## config.mk

```make
export PLATFORM = sky130hd
export DESIGN_NAME = mem_port_arbiter
export DESIGN_NICKNAME = d
export VERILOG_FILES = /design/src/rtl/mem_port_arbiter.sv
export SDC_FILE = /design/constraint.sdc
export NUM_CORES = 1
export LEC_CHECK = 0
export ABC_AREA = 1
export BUFFER_PORTS_ARGS = -buffer_cell sky130_fd_sc_hd__buf_4
export CORE_ASPECT_RATIO = 1.75
export CORE_MARGIN = 2
export CORE_UTILIZATION = 25
export DETAILED_ROUTE_END_ITERATION = 10
export GPL_TIMING_DRIVEN = 0
export PLACE_DENSITY_LB_ADDON = 0.25
export SLEW_MARGIN = 20
export SYNTH_ARGS = -nofsm -noshare
export SYNTH_HDL_FRONTEND = slang
export SYNTH_SLANG_ARGS = --single-unit
```

## constraint.sdc

```tcl
create_clock -name clk -period 3.7 [get_ports clk]
set_input_delay 0.185 -clock clk [delete_from_list [all_inputs] [get_ports clk]]
set_output_delay 0.185 -clock clk [all_outputs]
set_load 0.03 [all_outputs]
```

## src/rtl/mem_port_arbiter.sv

```systemverilog
// rtl/mem_port_arbiter.sv - round-robin arbiter sharing one memory port between fetch and load/store
// Optional watchdog on stalled port accesses: define ARB_TIMEOUT_EN.
module mem_port_arbiter #(
    parameter int N = 32
`ifdef ARB_TIMEOUT_EN
    ,
    parameter int TIMEOUT = 15
`endif
) (
    input  logic         clk,
    input  logic         rst,
`ifdef ARB_TIMEOUT_EN
    output logic         err,
`endif
    input  logic         if_req,
    input  logic [N-1:0] if_addr,
    output logic [N-1:0] if_rdata,
    output logic         if_valid,
    input  logic         ls_req,
    input  logic         ls_we,
    input  logic [N-1:0] ls_addr,
    input  logic [N-1:0] ls_wdata,
    output logic [N-1:0] ls_rdata,
    output logic         ls_valid,
    output logic         mem_req,
    output logic         mem_we,
    output logic [N-1:0] mem_addr,
    output logic [N-1:0] mem_wdata,
    input  logic [N-1:0] mem_rdata,
    input  logic         mem_ready,
    output logic         sel,
    output logic         if_stall,
    output logic         ls_stall
);

    typedef enum logic [1:0] {
        IDLE    = 2'd0,
        BUSY_IF = 2'd1,
        BUSY_LS = 2'd2
    } state_t;

    state_t       state_q;
    logic         last_ls_q;
    logic         sel_q;
    logic         mem_req_q;
    logic         mem_we_q;
    logic [N-1:0] mem_addr_q;
    logic [N-1:0] mem_wdata_q;
    logic [N-1:0] if_rdata_q;
    logic [N-1:0] ls_rdata_q;
    logic         if_valid_q;
    logic         ls_valid_q;
    logic         grant_ls_d;

`ifdef ARB_TIMEOUT_EN
    localparam int CW = $clog2(TIMEOUT + 1);
    localparam logic [CW-1:0] TO_LAST = CW'(TIMEOUT - 1);
    logic [CW-1:0] cnt_q;
    logic          err_q;
    assign err = err_q;
`endif

    // LS wins when it is alone, or on a tie when IF was served last.
    always_comb begin
        grant_ls_d = ls_req & (~if_req | ~last_ls_q);
    end

    always_ff @(posedge clk) begin
        if (rst) begin
            state_q     <= IDLE;
            last_ls_q   <= 1'b1;
            sel_q       <= 1'b0;
            mem_req_q   <= 1'b0;
            mem_we_q    <= 1'b0;
            mem_addr_q  <= '0;
            mem_wdata_q <= '0;
            if_rdata_q  <= '0;
            ls_rdata_q  <= '0;
            if_valid_q  <= 1'b0;
            ls_valid_q  <= 1'b0;
`ifdef ARB_TIMEOUT_EN
            cnt_q       <= '0;
            err_q       <= 1'b0;
`endif
        end else begin
            if_valid_q <= 1'b0;
            ls_valid_q <= 1'b0;
`ifdef ARB_TIMEOUT_EN
            err_q      <= 1'b0;
`endif
            case (state_q)
                IDLE: begin
                    if (if_req || ls_req) begin
                        mem_req_q <= 1'b1;
                        last_ls_q <= grant_ls_d;
                        sel_q     <= grant_ls_d;
`ifdef ARB_TIMEOUT_EN
                        cnt_q     <= '0;
`endif
                        if (grant_ls_d) begin
                            state_q     <= BUSY_LS;
                            mem_we_q    <= ls_we;
                            mem_addr_q  <= ls_addr;
                            mem_wdata_q <= ls_wdata;
                        end else begin
                            state_q     <= BUSY_IF;
                            mem_we_q    <= 1'b0;
                            mem_addr_q  <= if_addr;
                            mem_wdata_q <= '0;
                        end
                    end
                end
                BUSY_IF, BUSY_LS: begin
                    if (mem_ready) begin
                        state_q   <= IDLE;
                        mem_req_q <= 1'b0;
                        mem_we_q  <= 1'b0;
                        if (state_q == BUSY_LS) begin
                            ls_rdata_q <= mem_rdata;
                            ls_valid_q <= 1'b1;
                        end else begin
                            if_rdata_q <= mem_rdata;
                            if_valid_q <= 1'b1;
                        end
                    end
`ifdef ARB_TIMEOUT_EN
                    else if (cnt_q == TO_LAST) begin
                        // Abandon the access; the requester keeps stalling and re-arbitrates.
                        state_q   <= IDLE;
                        mem_req_q <= 1'b0;
                        mem_we_q  <= 1'b0;
                        err_q     <= 1'b1;
                    end else begin
                        cnt_q <= cnt_q + 1'b1;
                    end
`endif
                end
                default: begin
                    state_q   <= IDLE;
                    mem_req_q <= 1'b0;
                    mem_we_q  <= 1'b0;
                end
            endcase
        end
    end

    assign sel       = sel_q;
    assign mem_req   = mem_req_q;
    assign mem_we    = mem_we_q;
    assign mem_addr  = mem_addr_q;
    assign mem_wdata = mem_wdata_q;
    assign if_rdata  = if_rdata_q;
    assign ls_rdata  = ls_rdata_q;
    assign if_valid  = if_valid_q;
    assign ls_valid  = ls_valid_q;
    assign if_stall  = if_req & ~if_valid_q;
    assign ls_stall  = ls_req & ~ls_valid_q;

endmodule
```

# Yosys cells after proc, flatten, opt, wreduce, memory -nomap -nowiden
# Index checks and enable logic that the tools add are counted.
word_totals:
  output_inout_bits: 135
  ff_bits: 136
op_classes:
  eq_ne: 4
  reduce_logical: 8
  n_mux: 14
  bitwise_logic: 11
ops:
  columns: ["op", "n"]
  rows:
  - ["$mux 32", 2]
  - ["$not 1->1", 7]
  - ["$mux 1", 6]
  - ["$mux 2", 3]
  - ["$reduce_and 3->1", 2]
  - ["$ne 2x2->1 const B", 2]
  - ["$pmux 1 s2", 2]
  - ["$pmux 2 s2", 1]
  - ["$reduce_and 2->1", 2]
  - ["$and 1x1->1", 3]
  - ["$reduce_or 3->1", 1]
  - ["$eq 2x1->1 const B", 1]
  - ["$eq 2x2->1 const B", 1]
  - ["$logic_not 2->1", 1]
  - ["$reduce_or 2->1", 1]
  - ["$logic_or 1x1->1", 1]
  - ["$or 1x1->1", 1]

# Logic depth before layout (Yosys ltp)
# Gate-level depths: netlist (run 1).
depth:
  depth_word: 6
  ltp_mapped: 9
  mapped_depth_nobuf: 8

# Least setup slack after synthesis (run 1)
# No wires, ideal clock.
synth_timing:
  kind: "reg2reg"
  startpoint: "reg state_q[1]"
  endpoint: "reg if_rdata_q[10] (netlist: if_rdata[10])"
  arrival_ns: 1.325
  synth_period_minus_slack_ns: 1.390
  stages_incl_launch_ff: 8
  slack_ns: 2.310
  setup_ns: 0.065
  path_cell_list: "dfxtp_1 inv_1 ha_1 nand2_1 nor2_4 clkbuf_1 o21ai_0 nor2_1"
synth_between:
  elab_chain_len: 3
  word_cells_on_any_way: 5
  cone_classes: "2 x eq/ne; 1 x bitwise; 2 x reduce/logical"
synth_rtl:
  columns: ["item", "line_no", "source"]
  rows:
  - ["start, declared", "42", "state_t state_q;"]
  - ["start signal, assigned", "70", "state_q <= IDLE;"]
  - ["start signal, assigned", "101", "state_q <= BUSY_LS;"]
  - ["start signal, assigned", "106", "state_q <= BUSY_IF;"]
  - ["$eq 2x2->1 or $eq 2x1->1 (tied branches)", "91, 118", null]
  - ["$reduce_or 2->1 or $not 1->1 (tied branches)", null, null]
  - ["$reduce_and 3->1 (no source line) (*)", null, null]
  - ["end signal, assigned", "122", "if_rdata_q <= mem_rdata;"]
  - ["end, declared", "49", "logic [N-1:0] if_rdata_q;"]
# Mark *: on every way between the ends. The rest lies on a longest branch, timed or not.
# A chain may end at the register's enable or synchronous reset.

# Final worst setup path (run 1)
layout_timing:
  startpoint: "reg state_q[1]"
  endpoint: "reg if_rdata_q[26] (netlist: if_rdata[26])"
# The elaborated chain is that of the path after synthesis.

==> impl_metrics.csv, run 1 <==
group,metric,value,unit
outcome,status,"finished, final reports clean",
grt,grt_remaining_overflow,0,
finish,antenna_cells,0,
hold_path,min_from,"ls_addr[24]",
timing,rsz0062_at_grt,"false",
synth,ys_ff_latch,136,
setup_path,crit_fanout,10,
finish,layout_commonest_cell,"buf_4",
setup_path,r2r-end,"if_rdata[26]",
synth,synth_xor_area_frac,0,
synth,synth-adder-area-share,0.00702,
finish,drive_gt1_frac,0.328,
finish,nFillCells,2155,
synth,synth_top_family_by_area,"simple AND/OR/NAND/NOR gates",
floorplanning,dieArea,22600,um^2
route,vias,5659,
place,io_buffers,268,
finish,final-seq-area,2720,um^2
timing,min_period,1.72,ns
synth,synth-simple-area-share,0.229,
timing,layout_setup_ws,1.98,ns
synth,ys_warn_count,0,
timing,clock_skew,0.00705,ns
route,firstDrtPassIters,4,
finish,final_net_count,1201,
power_and_ir_drop,p_leak,4.31,nW
place,place_ws,1.96,ns
clocking,htree_num_levels,4,
clocking,clk_path_buf_depth,2,
synth,avgSynthCellArea,7.54,um^2
power_and_ir_drop,ir_worst_vdd,0.000238,V
clocking,cts.sinks,136,
setup_path,reg2reg_depth,7,
synth,synth.area.mux_share,0,
route,ant_nets,0,
timing,period_share,0.465,
route,dr.first_iter.drc_count,205,
finish,final_cell_mix,"272 x buf_4, 172 x nand2_1, 136 x dfxtp_1",
timing,worstMarginPinSlew,0.528,ns
hold_path,min_to,"mem_addr[24]",
power_and_ir_drop,finalPower,4.76,mW
setup_path,cp.arrival,2.07,ns
timing,setup_violations,0,
synth,syn_nets,847,
floorplanning,floorplan.initialDensity,0.256,
synth,ys_seq_area_frac,0.509,
floorplanning,die_x,115,um
place,placed_cell_area,7680,um^2
finish,final_cells,1329,
grt,antenna_found_initial,0,
floorplanning,pin_count,269,
clocking,numCtsBuffers,17,
setup_path,timing.rr.start,"state_q[1]",
place,place_inst,1230,
timing,slew_headroom,0.648,
route,avgRoutedWirePerCell,14.1,um
clocking,clock_latency,0.42,ns
synth,synth_area,5350,um^2
route,finalWirelength,18700,um
finish,synthToLayoutAreaGrowth,67.8,%
place,place_congestion,0.774,
clocking,cts_tree,"done",
setup_path,start_kind,"register",
setup_path,cp.required,4.05,ns
hold_path,hold_path_class,"in2reg",
clocking,clockRootBuffer,"clkbuf_16",
setup_path,path_class,"reg2reg",
synth,synth.distinct_cells,24,
power_and_ir_drop,pwr_density_cell,531,nW/um^2
timing,finalSetupTns,0,ns
run,maxCapViolCount,0,
grt,grt_max_degree,17,
grt,first_global_vias,5768,
route,drc,0,
floorplanning,core.rowCount,70,
setup_path,rrSetupSlack,1.98,ns
place,hpwlAfterDp,14200,um
finish,multi_input_area,2170,um^2
setup_path,endpoint_kind,"register",
route,vias_per_cell,4.26,
timing,fmax,582,MHz
synth,netlist_instances,710,
floorplanning,coreArea,20900,um^2
synth,synth_compound_area_frac,0.169,
grt,grt_pass1_wl,29300,um
finish,fin_area,8980,um^2
timing,finalHoldWorstSlack,0.0244,ns
timing,finalHoldViolCount,0,
finish,final_util,0.429,
floorplanning,chipHeight,198,um
timing,drv_slew,0,
grt,gr-usage-all-layers,0.168,
hold_path,hold_depth,3,
clocking,clk_pin_slew,0.06,ns
-- flip-flops by register name, indices dropped and copies added, names as in the netlist --
signal / flops
mem_wdata: 32
last_ls_q: 1
state_q: 2
mem_req: 1
mem_addr: 32
if_rdata: 32
ls_rdata: 32
mem_we: 1
sel: 1
if_valid: 1
ls_valid: 1
-- cells in the mapped netlist (all sizes together) --
cell type	instances	area share
nor2	138	0.10
a21oi	69	0.077
o21ai	97	0.091
nand3	2	0.0019
buf	25	0.040
ha	3	0.0070
nand2	173	0.12
nor3	1	0.00093
dfxtp	136	0.51
inv	45	0.032
nor3b	1	0.0014
clkbuf	20	0.014
-- report_power, final --
part / switching [mW] / internal, mW
sequential: 0.0772 / 1.62
combinational: 0.747 / 0.503
clock: 0.658 / 1.16
total: 1.48 / 3.28
-- what timing repair did --
action,4_1_cts,5_1_grt
endpoints found under the setup margin,0,0
resized for setup,0,0
endpoints found under the hold margin,67,0
setup buffers,0,0
hold buffers,67,0
-- layer usage --
layer / GRT usage / vias to the layer above / share of wire
met5: 0 / - / 0
met1: 0.166 / 2498 / 0.36
li1: - / 2948 / -
met4: 0.0750 / 0 / 0.030
met2: 0.318 / 183 / 0.55
met3: 0.0457 / 30 / 0.057
-- cell type report --
type	count	area share
multi-input cells	484	0.241
well taps	252	0.0351
plain buffers	45	0.0326
flip-flops and latches	136	0.303
clock inverters	12	0.0194
inverters	45	0.0188
repair buffers	335	0.299
clock buffers	20	0.0509
-- worst max-delay path by stage --
stage | cells past startpoint | slack (ns) | from | endpoint
after floorplan | 7 | 2.31 | state_q[1] | if_rdata[10]
after global placement | 7 | 1.99 | state_q[1] | if_rdata[28]
after detailed placement | 7 | 1.96 | state_q[1] | if_rdata[29]
after CTS | 7 | 1.94 | state_q[1] | if_rdata[30]
after global routing | 7 | 1.70 | state_q[1] | if_rdata[3]
final | 7 | 1.98 | state_q[1] | if_rdata[26]
-- worst max-delay path, stage by stage (launching register included) --
cell      delay (ns)
dfxtp_1         0.38
inv_1           0.06
ha_1            0.28
nand2_1         0.11
nor2_4          0.20
clkbuf_1        0.38
o21ai_0         0.14
nor2_1          0.12
-- cell families after synthesis --
| logic type | after synthesis |
|---|---|
| AOI/OAI and AO/OA | 166 |
| DFF | 136 |
| adders and majority gates | 3 |
| and+or+nand+nor | 315 |
| buffers and inverters | 90 |
(Power assumes the default switching activity.)
==> inputs of run 2 (changes only) <==
==> constraint.sdc (replaced) <==
create_clock -name clk -period 1.8 [get_ports clk]
set_input_delay 0.09 -clock clk [delete_from_list [all_inputs] [get_ports clk]]
set_output_delay 0.09 -clock clk [all_outputs]
set_load 0.03 [all_outputs]
==> run 2 against run 1 <==
Critical path depth increased by 1; register-to-register slack got worse by 1.8 ns; non-clock buffer count grew 62; design area increased by 7.0%; sequential share of layout area fell by 2.0 points; routed wire length grew 4.0%; clock power is 110% higher; first-iteration DRC count up 4.4%; clock-buffer cell count did not move; power increased by 110%; core utilization up 3.0 points.
==> impl_metrics.csv, run 2 (synthesis gave the netlist of run 1 again) <==
group,metric,value,unit
outcome,status,"finished, final reports clean",
finish,nFillCells,2067,
setup_path,cp.arrival,1.93,ns
run,maxCapViolCount,0,
floorplanning,core.rowCount,70,
timing,slew_headroom,0.636,
timing,clock_skew,0.00763,ns
clocking,numCtsBuffers,17,
floorplanning,dieArea,22600,um^2
power_and_ir_drop,clkPwrFrac,0.377,
place,io_buffers,268,
route,finalWirelength,19500,um
setup_path,path_class,"reg2reg",
setup_path,start_kind,"register",
floorplanning,coreArea,20900,um^2
route,drc,0,
finish,final_net_count,1263,
clocking,clk_pin_slew,0.06,ns
power_and_ir_drop,pwr_density_cell,1030,nW/um^2
timing,fmax,620,MHz
clocking,clockRootBuffer,"clkbuf_16",
setup_path,endpoint_kind,"register",
timing,drv_slew,0,
clocking,cts_tree,"done",
grt,gr-usage-all-layers,0.174,
timing,rsz0062_at_grt,"true",
route,firstDrtPassIters,4,
grt,grt_max_degree,17,
power_and_ir_drop,comb_power_share,0.272,
setup_path,critPathLaunch,"state_q[1]",
grt,first_global_vias,6158,
timing,min_period,1.61,ns
timing,finalHoldWorstSlack,0.0351,ns
route,avgRoutedWirePerCell,14.0,um
timing,layout_setup_ws,0.188,ns
place,place_ws,0.0608,ns
timing,period_share,0.895,
power_and_ir_drop,ir_worst_vdd,0.000489,V
timing,finalSetupTns,0,ns
clocking,htree_num_levels,4,
timing,finalHoldViolCount,0,
finish,drive_gt1_frac,0.313,
route,ant_nets,0,
finish,synthToLayoutAreaGrowth,79.6,%
finish,antenna_cells,0,
power_and_ir_drop,p_switching,3.08,mW
clocking,clock_latency,0.42,ns
setup_path,cp.required,2.11,ns
power_and_ir_drop,seqPwrFrac,0.351,
route,vias_per_cell,4.27,
finish,layout_commonest_cell,"buf_4",
floorplanning,chipHeight,198,um
floorplanning,floorplan.initialDensity,0.256,
timing,setup_violations,0,
hold_path,min_from,"mem_ready",
floorplanning,pin_count,269,
place,placed_cell_area,7680,um^2
power_and_ir_drop,p_leak,4.58,nW
clocking,clk_path_buf_depth,2,
setup_path,crit_fanout,10,
place,hpwlAfterDp,14200,um
timing,worstMarginPinSlew,0.546,ns
clocking,post_cts_buffers,0,
hold_path,hold_path_class,"in2reg",
clocking,cts.sinks,136,
grt,grt_remaining_overflow,0,
power_and_ir_drop,p_int,6.84,mW
power_and_ir_drop,p_sw_frac,0.311,
route,vias,5945,
grt,grt_pass1_wl,30600,um
floorplanning,die_x,115,um
finish,final_cell_mix,"272 x buf_4, 172 x nand2_1, 136 x dfxtp_1",
finish,fin_area,9610,um^2
place,place_congestion,0.774,
setup_path,timing.rr.start,"state_q[1]",
grt,antenna_found_initial,0,
route,dr.first_iter.drc_count,214,
[run 2: path summary, 6_finish.rpt]
path              cells after the start  slack (ns)     endpoint
hold reg to reg                       2        0.46   state_q[0]
setup reg to reg                      8        0.19  if_rdata[9]
hold / removal                        3        0.04     if_valid
setup / recovery                      8        0.19  if_rdata[9]
[run 2: per-stage QoR]
stage	instances	power, mW	utilization
final	1391	9.92	0.459
after global routing	1391	10.4	0.459
after CTS	1391	10.0	0.459
after detailed placement	1230	6.02	0.367
after global placement	1230	6.01	0.367
after floorplan	710	5.00	-
[run 2: layer usage]
| layer | vias up | track usage | part of all wire |
|---|---|---|---|
| met5 | - | 0 | 0 |
| met4 | 0 | 0.0768 | 0.031 |
| met3 | 32 | 0.0445 | 0.051 |
| met2 | 183 | 0.336 | 0.56 |
| met1 | 2658 | 0.169 | 0.36 |
| li1 | 3072 | - | - |
[run 2: power by group through the flow]
| stage | sequential [mW] | clock (mW) | combinational (mW) |
|---|---|---|---|
| 3_3_place_gp | 3.54 | 0 | 2.47 |
| 3_5_place_dp | 3.54 | 0 | 2.48 |
| 4_1_cts | 3.48 | 3.84 | 2.71 |
| 6_report | 3.49 | 3.74 | 2.70 |
| 2_1_floorplan | 4.13 | 0 | 0.877 |
| 5_1_grt | 3.52 | 3.96 | 2.94 |
[run 2: worst max-delay path, stage by stage, from the launching register on]
cell and delay, ns:
dfxtp_1 0.38, inv_1 0.06, ha_1 0.28, nand2_1 0.11, nor2_4 0.22, inv_2 0.09
buf_2 0.20, nor2_1 0.11, nor2_1 0.06
[run 2: timing repair]
item,in CTS,in global routing
resized for setup,0,11
setup endpoints to repair,0,30
hold buffers,129,0
hold endpoints to repair,129,0
[run 2: layout make-up]
cell class,instances,area (um^2),area share
clock inverter,12,174,0.0181
clock buffer,20,457,0.0475
sequential,136,2720,0.283
buffer,45,302,0.0314
timing repair buffer,397,3300,0.344
inverter,45,169,0.0176
multi-input combinational,484,2170,0.225
tap,252,315,0.0328
==> inputs of run 3 (changes only) <==
--- a/config.mk
+++ b/config.mk
@@ -8,11 +8,11 @@
 export ABC_AREA = 1
 export BUFFER_PORTS_ARGS = -buffer_cell sky130_fd_sc_hd__buf_4
 export CORE_ASPECT_RATIO = 1.75
-export CORE_MARGIN = 2
+export CORE_MARGIN = 4
 export CORE_UTILIZATION = 25
 export DETAILED_ROUTE_END_ITERATION = 10
 export GPL_TIMING_DRIVEN = 0
-export PLACE_DENSITY_LB_ADDON = 0.25
+export PLACE_DENSITY = 0.61
 export SLEW_MARGIN = 20
 export SYNTH_ARGS = -nofsm -noshare
 export SYNTH_HDL_FRONTEND = slang
==> constraint.sdc (replaced) <==
create_clock -name clk -period 1.68 [get_ports clk]
set_input_delay 0.084 -clock clk [delete_from_list [all_inputs] [get_ports clk]]
set_output_delay 0.084 -clock clk [all_outputs]
set_load 0.03 [all_outputs]
==> run 3 against run 2 <==
Flip-flop and latch count unchanged; final cell count grew 0.14%; core utilization decreased by 0.38 points; global-route usage fell by 0.61 points; sequential power rose by 7.2%; maximum frequency is 2.4% higher; worst setup slack got worse by 0.082 ns; via count increased by 1.7%; sequential share of layout area grew 0.13 points; combinational power grew 8.5%; largest cell class unchanged.
==> impl_metrics.csv, run 3 (synthesis gave the netlist of run 1 again) <==
group,metric,value,unit
finish,fin_area,9570,um^2
timing,drv_slew,0,
power_and_ir_drop,finalPower,10.2,mW
finish,final_cells,1393,
finish,final_util,0.455,
timing,finalSetupTns,0,ns
finish,layout_commonest_cell,"buf_4",
timing,setup_violations,0,
timing,rsz0062_at_grt,"true",
grt,grt_remaining_overflow,0,
timing,period_share,0.936,
timing,layout_setup_ws,0.107,ns
floorplanning,core.rowCount,70,
floorplanning,coreArea,21000,um^2
floorplanning,die_x,119,um
route,ant_nets,0,
finish,drive_gt1_frac,0.316,
clocking,cts.sinks,136,
place,hpwlAfterDp,14500,um
place,place_ws,-0.0513,ns
timing,slew_headroom,0.642,
grt,global_route.usage.met2,0.317,
clocking,clock_latency,0.42,ns
run,maxCapViolCount,0,
timing,finalHoldWorstSlack,0.105,ns
grt,busiest_layer,"met2",
grt,grt_pass1_wl,31700,um
clocking,clockRootBuffer,"clkbuf_16",
clocking,htree_num_levels,4,
setup_path,endpoint_kind,"register",
place,io_buffers,268,
finish,nFillCells,2016,
route,finalWirelength,20300,um
route,firstDrtPassIters,4,
clocking,clk_pin_slew,0.06,ns
grt,gr-usage-all-layers,0.168,
place,placed_cell_area,7680,um^2
floorplanning,floorplan.initialDensity,0.255,
route,vias,6048,
floorplanning,dieArea,23900,um^2
timing,fmax,636,MHz
grt,grt_max_degree,17,
place,place_congestion,0.802,
route,vias_per_cell,4.34,
grt,antenna_found_initial,0,
finish,antenna_cells,0,
hold_path,hold_path_class,"in2reg",
setup_path,start_kind,"register",
place,place_inst,1230,
setup_path,path_class,"reg2reg",
route,drc,0,
timing,min_period,1.57,ns
timing,finalHoldViolCount,0,
route,avgRoutedWirePerCell,14.5,um
floorplanning,pin_count,269,
floorplanning,chipHeight,202,um
power_and_ir_drop,p_leak,4.58,nW
setup_path,crit_fanout,10,
setup_path,cp.arrival,1.88,ns
power_and_ir_drop,pwr_density_cell,1060,nW/um^2
finish,final_net_count,1266,
finish,final_cell_mix,"275 x buf_4, 171 x nand2_1, 135 x dfxtp_1",
route,dr.first_iter.drc_count,273,
timing,worstMarginPinSlew,0.537,ns
timing,clock_skew,0.00970,ns
grt,grt_use_met1,0.164,
grt,first_global_vias,6185,
clocking,clk_path_buf_depth,2,
finish,synthToLayoutAreaGrowth,78.8,%
grt,met3_usage,0.0436,
clocking,cts_tree,"done",
power_and_ir_drop,ir_worst_vdd,0.000483,V
outcome,status,"finished, final reports clean",
clocking,numCtsBuffers,17,
setup_path,cp.required,1.99,ns
-- run 3: worst max-delay path, stage by stage, from the launching register on --
cell and delay [ns]:
dfxtp_1 0.31, inv_1 0.10, ha_1 0.23, inv_2 0.10
nor2_4 0.15, buf_6 0.17, buf_4 0.19, nand2_1 0.08
inv_1 0.07, a21oi_1 0.06
-- run 3: what timing repair did --
item | CTS | global route
setup buffers | 2 | 0
gates resized for setup | 4 | 12
hold buffers | 130 | 0
hold endpoints to repair | 130 | 0
pin swaps | 1 | 2
endpoints found under the setup margin | 19 | 65
-- run 3: path summary, 6_finish.rpt --
path	startpoint	slack [ns]	end	cells after the start
worst max-delay path	state_q[0]	0.11	mem_addr[23]	9
worst min-delay path	rst	0.10	sel	3
worst max register to register	state_q[0]	0.11	mem_addr[23]	9
worst min register to register	mem_wdata[9]	0.46	mem_wdata[9]	2
-- run 3: layer usage --
metal,vias to the layer above,routed length (um)
met1,2690,7270
met2,217,11000
li1,3082,-
met5,-,0
met4,0,911
met3,59,1090
-- run 3: layout make-up --
class / instances / area (um^2) / share of cell area
multi-input cells: 484 / 2170 / 0.227
clock inverters: 8 / 72.6 / 0.00758
inverters: 45 / 169 / 0.0177
clock buffers: 23 / 478 / 0.0500
well taps: 252 / 315 / 0.0330
repair buffers: 400 / 3330 / 0.348
flip-flops and latches: 136 / 2720 / 0.285
plain buffers: 45 / 308 / 0.0322
-- run 3: power breakdown --
part           total, mW  switching (mW)  internal (mW)
clock network       3.52            1.39           2.14
registers           3.74           0.170           3.56
logic               2.93            1.70           1.22
total               10.2            3.26           6.92
